[src/rtl/telemetry_pkg.sv]
// Shared telemetry types: packed sample layout (byte i = bits [8i+7:8i]) and packetizer FSM encodings.
package telemetry_pkg;
  localparam int PACKET_BYTES = 8;
  localparam int FIELD_W      = 16;
  localparam int IDX_W        = $clog2(PACKET_BYTES);

  typedef struct packed {
    logic [FIELD_W-1:0] temp;
    logic [FIELD_W-1:0] mem;
    logic [FIELD_W-1:0] disk;
    logic [FIELD_W-1:0] cpu;
  } telemetry_t;

  typedef logic [1:0] state_t;
  localparam state_t ST_IDLE = 2'd0;
  localparam state_t ST_SEND = 2'd1;
  localparam state_t ST_GAP  = 2'd2;
endpackage

[src/rtl/telemetry_packetizer.sv]
// Serializes one telemetry sample into an 8-byte little-endian packet behind a FIFO-style read port,
// with a one-deep shadow slot so consecutive packets stream without a bubble.
module telemetry_packetizer
  import telemetry_pkg::*;
#(
  parameter int INTER_PACKET_GAP = 0
) (
  input  logic         clk,
  input  logic         rst,
  input  logic         sample_valid,
  input  logic [15:0]  cpu_freq_mhz,
  input  logic [15:0]  disk_speed_mbps,
  input  logic [15:0]  memory_usage,
  input  logic [15:0]  temperature_c,
  output logic         sample_ready,
  output logic [7:0]   data_out,
  output logic         fifo_empty,
  input  logic         fifo_read,
  output logic         packet_done,
  output logic         overrun,
  input  logic         clear_overrun
);
  localparam int GW = (INTER_PACKET_GAP > 1) ? $clog2(INTER_PACKET_GAP) : 1;
  localparam logic [GW-1:0] GAP_LAST = GW'((INTER_PACKET_GAP > 0) ? INTER_PACKET_GAP - 1 : 0);

  state_t           state;
  telemetry_t       active, pending, sample;
  logic [IDX_W-1:0] idx;
  logic             pending_valid;
  logic [GW-1:0]    gap_cnt;
  logic             accept, consume, last_read;

  assign sample       = {temperature_c, memory_usage, disk_speed_mbps, cpu_freq_mhz};
  assign sample_ready = !pending_valid;
  assign accept       = sample_valid && sample_ready;
  assign consume      = fifo_read && (state == ST_SEND);
  assign last_read    = consume && (idx == IDX_W'(PACKET_BYTES - 1));

  // Output mux depends only on registered state; fifo_read never reaches data_out.
  assign fifo_empty = (state != ST_SEND);
  assign data_out   = fifo_empty ? 8'h00 : active[{idx, 3'b000} +: 8];

  always_ff @(posedge clk or posedge rst) begin
    if (rst) begin
      state         <= ST_IDLE;
      active        <= '0;
      pending       <= '0;
      pending_valid <= 1'b0;
      idx           <= '0;
      gap_cnt       <= '0;
      packet_done   <= 1'b0;
      overrun       <= 1'b0;
    end else begin
      packet_done <= last_read;

      if (sample_valid && !sample_ready) overrun <= 1'b1;
      else if (clear_overrun)            overrun <= 1'b0;

      case (state)
        ST_IDLE: begin
          if (accept) begin
            active <= sample;
            idx    <= '0;
            state  <= ST_SEND;
          end
        end
        ST_SEND: begin
          if (consume) idx <= idx + IDX_W'(1);
          if (last_read) begin
            idx <= '0;
            if (INTER_PACKET_GAP > 0) begin
              state   <= ST_GAP;
              gap_cnt <= '0;
              if (accept) begin
                pending       <= sample;
                pending_valid <= 1'b1;
              end
            end else if (pending_valid) begin
              active        <= pending;
              pending_valid <= 1'b0;
            end else if (accept) begin
              active <= sample;
            end else begin
              state <= ST_IDLE;
            end
          end else if (accept) begin
            pending       <= sample;
            pending_valid <= 1'b1;
          end
        end
        ST_GAP: begin
          gap_cnt <= gap_cnt + GW'(1);
          if (gap_cnt == GAP_LAST) begin
            idx <= '0;
            if (pending_valid) begin
              active        <= pending;
              pending_valid <= 1'b0;
              state         <= ST_SEND;
            end else if (accept) begin
              // Arrives on the gap's final cycle: go straight to active so it cannot strand in pending.
              active <= sample;
              state  <= ST_SEND;
            end else begin
              state <= ST_IDLE;
            end
          end else if (accept) begin
            pending       <= sample;
            pending_valid <= 1'b1;
          end
        end
        default: state <= ST_IDLE;
      endcase
    end
  end
endmodule

[config.mk]
export PLATFORM = sky130hd
export DESIGN_NAME = telemetry_packetizer
export DESIGN_NICKNAME = d
export VERILOG_FILES = /design/src/rtl/telemetry_pkg.sv /design/src/rtl/telemetry_packetizer.sv
export SDC_FILE = /design/constraint.sdc
export NUM_CORES = 1
export LEC_CHECK = 0
export BUFFER_PORTS_ARGS = -buffer_cell sky130_fd_sc_hd__clkbuf_2
export CORE_MARGIN = 3
export CORE_UTILIZATION = 57
export CTS_CLUSTER_DIAMETER = 30
export DETAILED_ROUTE_END_ITERATION = 12
export PLACE_DENSITY = 0.84
export SYNTH_ARGS = -nofsm -noshare
export SYNTH_HDL_FRONTEND = slang
export SYNTH_SLANG_ARGS = --single-unit
export TNS_END_PERCENT = 1
[constraint.sdc]
create_clock -name clk -period 6.3 [get_ports clk]
set_clock_uncertainty 0.05 [all_clocks]
set_input_delay 1.26 -clock clk [delete_from_list [all_inputs] [get_ports clk]]
set_output_delay 1.26 -clock clk [all_outputs]
set_load 0.01 [all_outputs]
==> flow_summary.json <==
{
  "setup_tns_ns": 0,
  "p_leak_nw": 3.12,
  "hold_buffers": 0,
  "synth.most_common_cell": "dfrtp_1",
  "hold_viol": 0,
  "yosysWarningCount": 0,
  "grt_max_degree": 82,
  "r2r-start": "idx[2]$_DFFE_PP0P_",
  "gp_congestion": 0.833,
  "ys.flop_type": "dfrtp_1",
  "p_int_mw": 2.57,
  "ant_nets": 0,
  "syn_area_mm2": 0.00595,
  "yosysSeqAreaShare_pct": 56.8,
  "clkLatencyLatePin_ns": 0.52,
  "worstRegToRegCells": 6,
  "drc": 0,
  "max_freq_mhz": 254,
  "hpwlAfterDp_um": 8830,
  "min-delay-path-class": "flop to flop",
  "synthDistinctLibCells": 30,
  "initial_core_util_pct": 59.8,
  "die-area_mm2": 0.0117,
  "viasPerCell": 6.45,
  "status": "finished clean",
  "synthArstFlopShare_pct": 100,
  "cts_max_level": 4,
  "vias": 4110,
  "die_w_um": 108,
  "multiInputGateArea_mm2": 0.00234,
  "post-cts-setup-buffer-count": 0,
  "finalSetupViolations": 0,
  "numCtsBuffers": 17,
  "synth.avg_cell_area_um2": 13.9,
  "ctsResizeCount": 0,
  "p_clk_share_pct": 26.7,
  "r2r_slack_ns": 2.59,
  "p_switching_mw": 1.16,
  "r2r_end": "active[12]$_DFFE_PP0P_",
  "critical_path.max_fanout": 19,
  "num-fill-cells": 660,
  "cts_tree": "done",
  "grtUsageTotal_pct": 25.4,
  "crit_type": "flop to primary output",
  "crit_arrival_ns": 2.63,
  "grt_pass1_wl_um": 22500,
  "fin_nets": 562,
  "worstHoldStart": "pending[60]$_DFFE_PP0P_",
  "power_mw": 3.73,
  "antenna_cells": 0,
  "timing.critical_path.from": "idx[2]$_DFFE_PP0P_",
  "powerDensity_mw_per_mm2": 537,
  "regArea_mm2": 0.00338,
  "layout_min_cycle_time_ns": 3.94,
  "portBuffers": 80,
  "drt-total-wl_um": 14000,
  "post_drt_wl_per_cell_um": 22.0,
  "p_seq_share_pct": 42.6,
  "vdd_drop_max_v": 0.000276,
  "switching_share_pct": 31.2,
  "fin_cells": 637,
  "io_pins": 81,
  "rows": 36,
  "synth-seq-cells": 135,
  "crit_path_end_kind": "primary output",
  "setup_slack_ns": 2.36,
  "root_buffer": "clkbuf_8",
  "rsz0062_at_grt": "false",
  "timing.hold.ws_ns": 0.440,
  "synth_top_cell_area_share_pct": 56.8,
  "clkSinkCount": 135,
  "drt_iter0_drc": 335,
  "clkTransAtPathRegs_ns": 0.06,
  "critPathLaunchType": "flop",
  "grt_pass1_vias": 4169,
  "slew_headroom_pct": 31.0,
  "synth_edf_count": 0,
  "worst-endpoint-required_ns": 4.99,
  "die_h_um": 108,
  "worstMarginPinSlew_ns": 1.03,
  "clockBufferDepth": 2,
  "place_ws_ns": 2.68,
  "synth_area_leader_cell": "dfrtp_1",
  "layout-drive-gt1-share_pct": 38.7,
  "netlist_top_cells_area": "dfrtp_1 57%, mux2_2 10%, a2bb2oi_1 9.3%",
  "synth_nets": 499,
  "drv_slew": 0,
  "drv_cap": 0,
  "firstDrtPassIters": 6,
  "coreArea_mm2": 0.00995,
  "dp_cells": 605,
  "synth_commonest_cells": "135 x dfrtp_1, 64 x o22ai_1, 63 x a2bb2oi_1, 55 x mux2_2",
  "holdPathStages": 1,
  "period_share_pct": 62.5,
  "gr-total-overflow": 0,
  "grt_antenna_before_repair": 0,
  "synthCells": 428,
  "whs_endpoint": "pending[60]$_DFFE_PP0P_",
  "syn_to_final_growth_pct": 16.8,
  "pwr-share-comb_pct": 30.7
}
power by group through the flow:
stage / Combinational [mW] / Sequential, mW / Clock [mW]
2_1_floorplan: 0.929 / 1.42 / 0
3_3_place_gp: 1.08 / 1.56 / 0
3_5_place_dp: 1.13 / 1.58 / 0
4_1_cts: 1.15 / 1.58 / 1.00
5_1_grt: 1.24 / 1.63 / 1.04
6_report: 1.15 / 1.59 / 0.994
worst max-delay path: stages, from the launching register on:
cell      delay (ns)
dfrtp_1         1.02
mux4_2          0.65
mux2i_1         0.18
nor2_1          0.09
clkbuf_2        0.16
layer usage:
metal	track usage, %	vias up	part of all wire [%]
li1	-	1804	-
met1	36.2	2101	42
met2	38.1	176	48
met3	6.51	29	7.0
met4	9.83	0	2.7
met5	0	-	0
registers in the layout, indices dropped and copies added (netlist names):
register and cells:
active 64, pending 64, idx 3, overrun 1
packet_done 1, pending_valid 1, state 1
per-stage QoR:
step / util, % / area [um^2]
after floorplan: - / 5950
after global placement: 63.8 / 6350
after detailed placement: 63.8 / 6350
after CTS: 69.8 / 6950
after global routing: 69.8 / 6950
final: 69.8 / 6950
cells in the final DEF, fill, tap and decap left out, types with 3 or more instances in the layout:
cell and count:
clkbuf_16 16, o22ai_1 64, clkbuf_2 80, dfrtp_1 135, bufinv_16 3, clkinvlp_4 3
a2bb2oi_1 63, mux2_2 55, mux4_2 16, nor2_1 8, nand2_1 3, mux2i_1 8
mux2_1 9, buf_4 6, clkbuf_8 3, clkinv_4 3, inv_1 3
kinds of logic after synthesis:
kind of cell	after synthesis	synth area share [%]
buffers and inverters	46	4.12
DFF	135	56.8
adders and majority gates	2	0.421
muxes	88	19.5
AOI/OAI and AO/OA	138	17.6
and+or+nand+nor	19	1.56
layout make-up:
class                           count  share of cell area, %
Sequential cell                   135                   48.6
Multi-Input combinational cell    247                   33.7
Clock buffer                       21                   6.47
Timing Repair Buffer               86                   6.41
Tap cell                          133                   2.40
Clock inverter                     11                   2.14
Inverter                            4                  0.252
how the worst max path moves through the flow:
| stage | cells after the start | slack, ns | endpoint |
|---|---|---|---|
| final | 4 | 2.36 | data_out[5] |
| after global routing | 4 | 2.21 | data_out[5] |
| after CTS | 4 | 2.33 | data_out[5] |
| after detailed placement | 6 | 2.68 | active[47]$_DFFE_PP0P_ |
| after global placement | 6 | 2.86 | active[46]$_DFFE_PP0P_ |
| after floorplan | 1 | 1.38 | active[0]$_DFFE_PP0P_ |
Note: power is estimated with default switching activity, not from simulation.
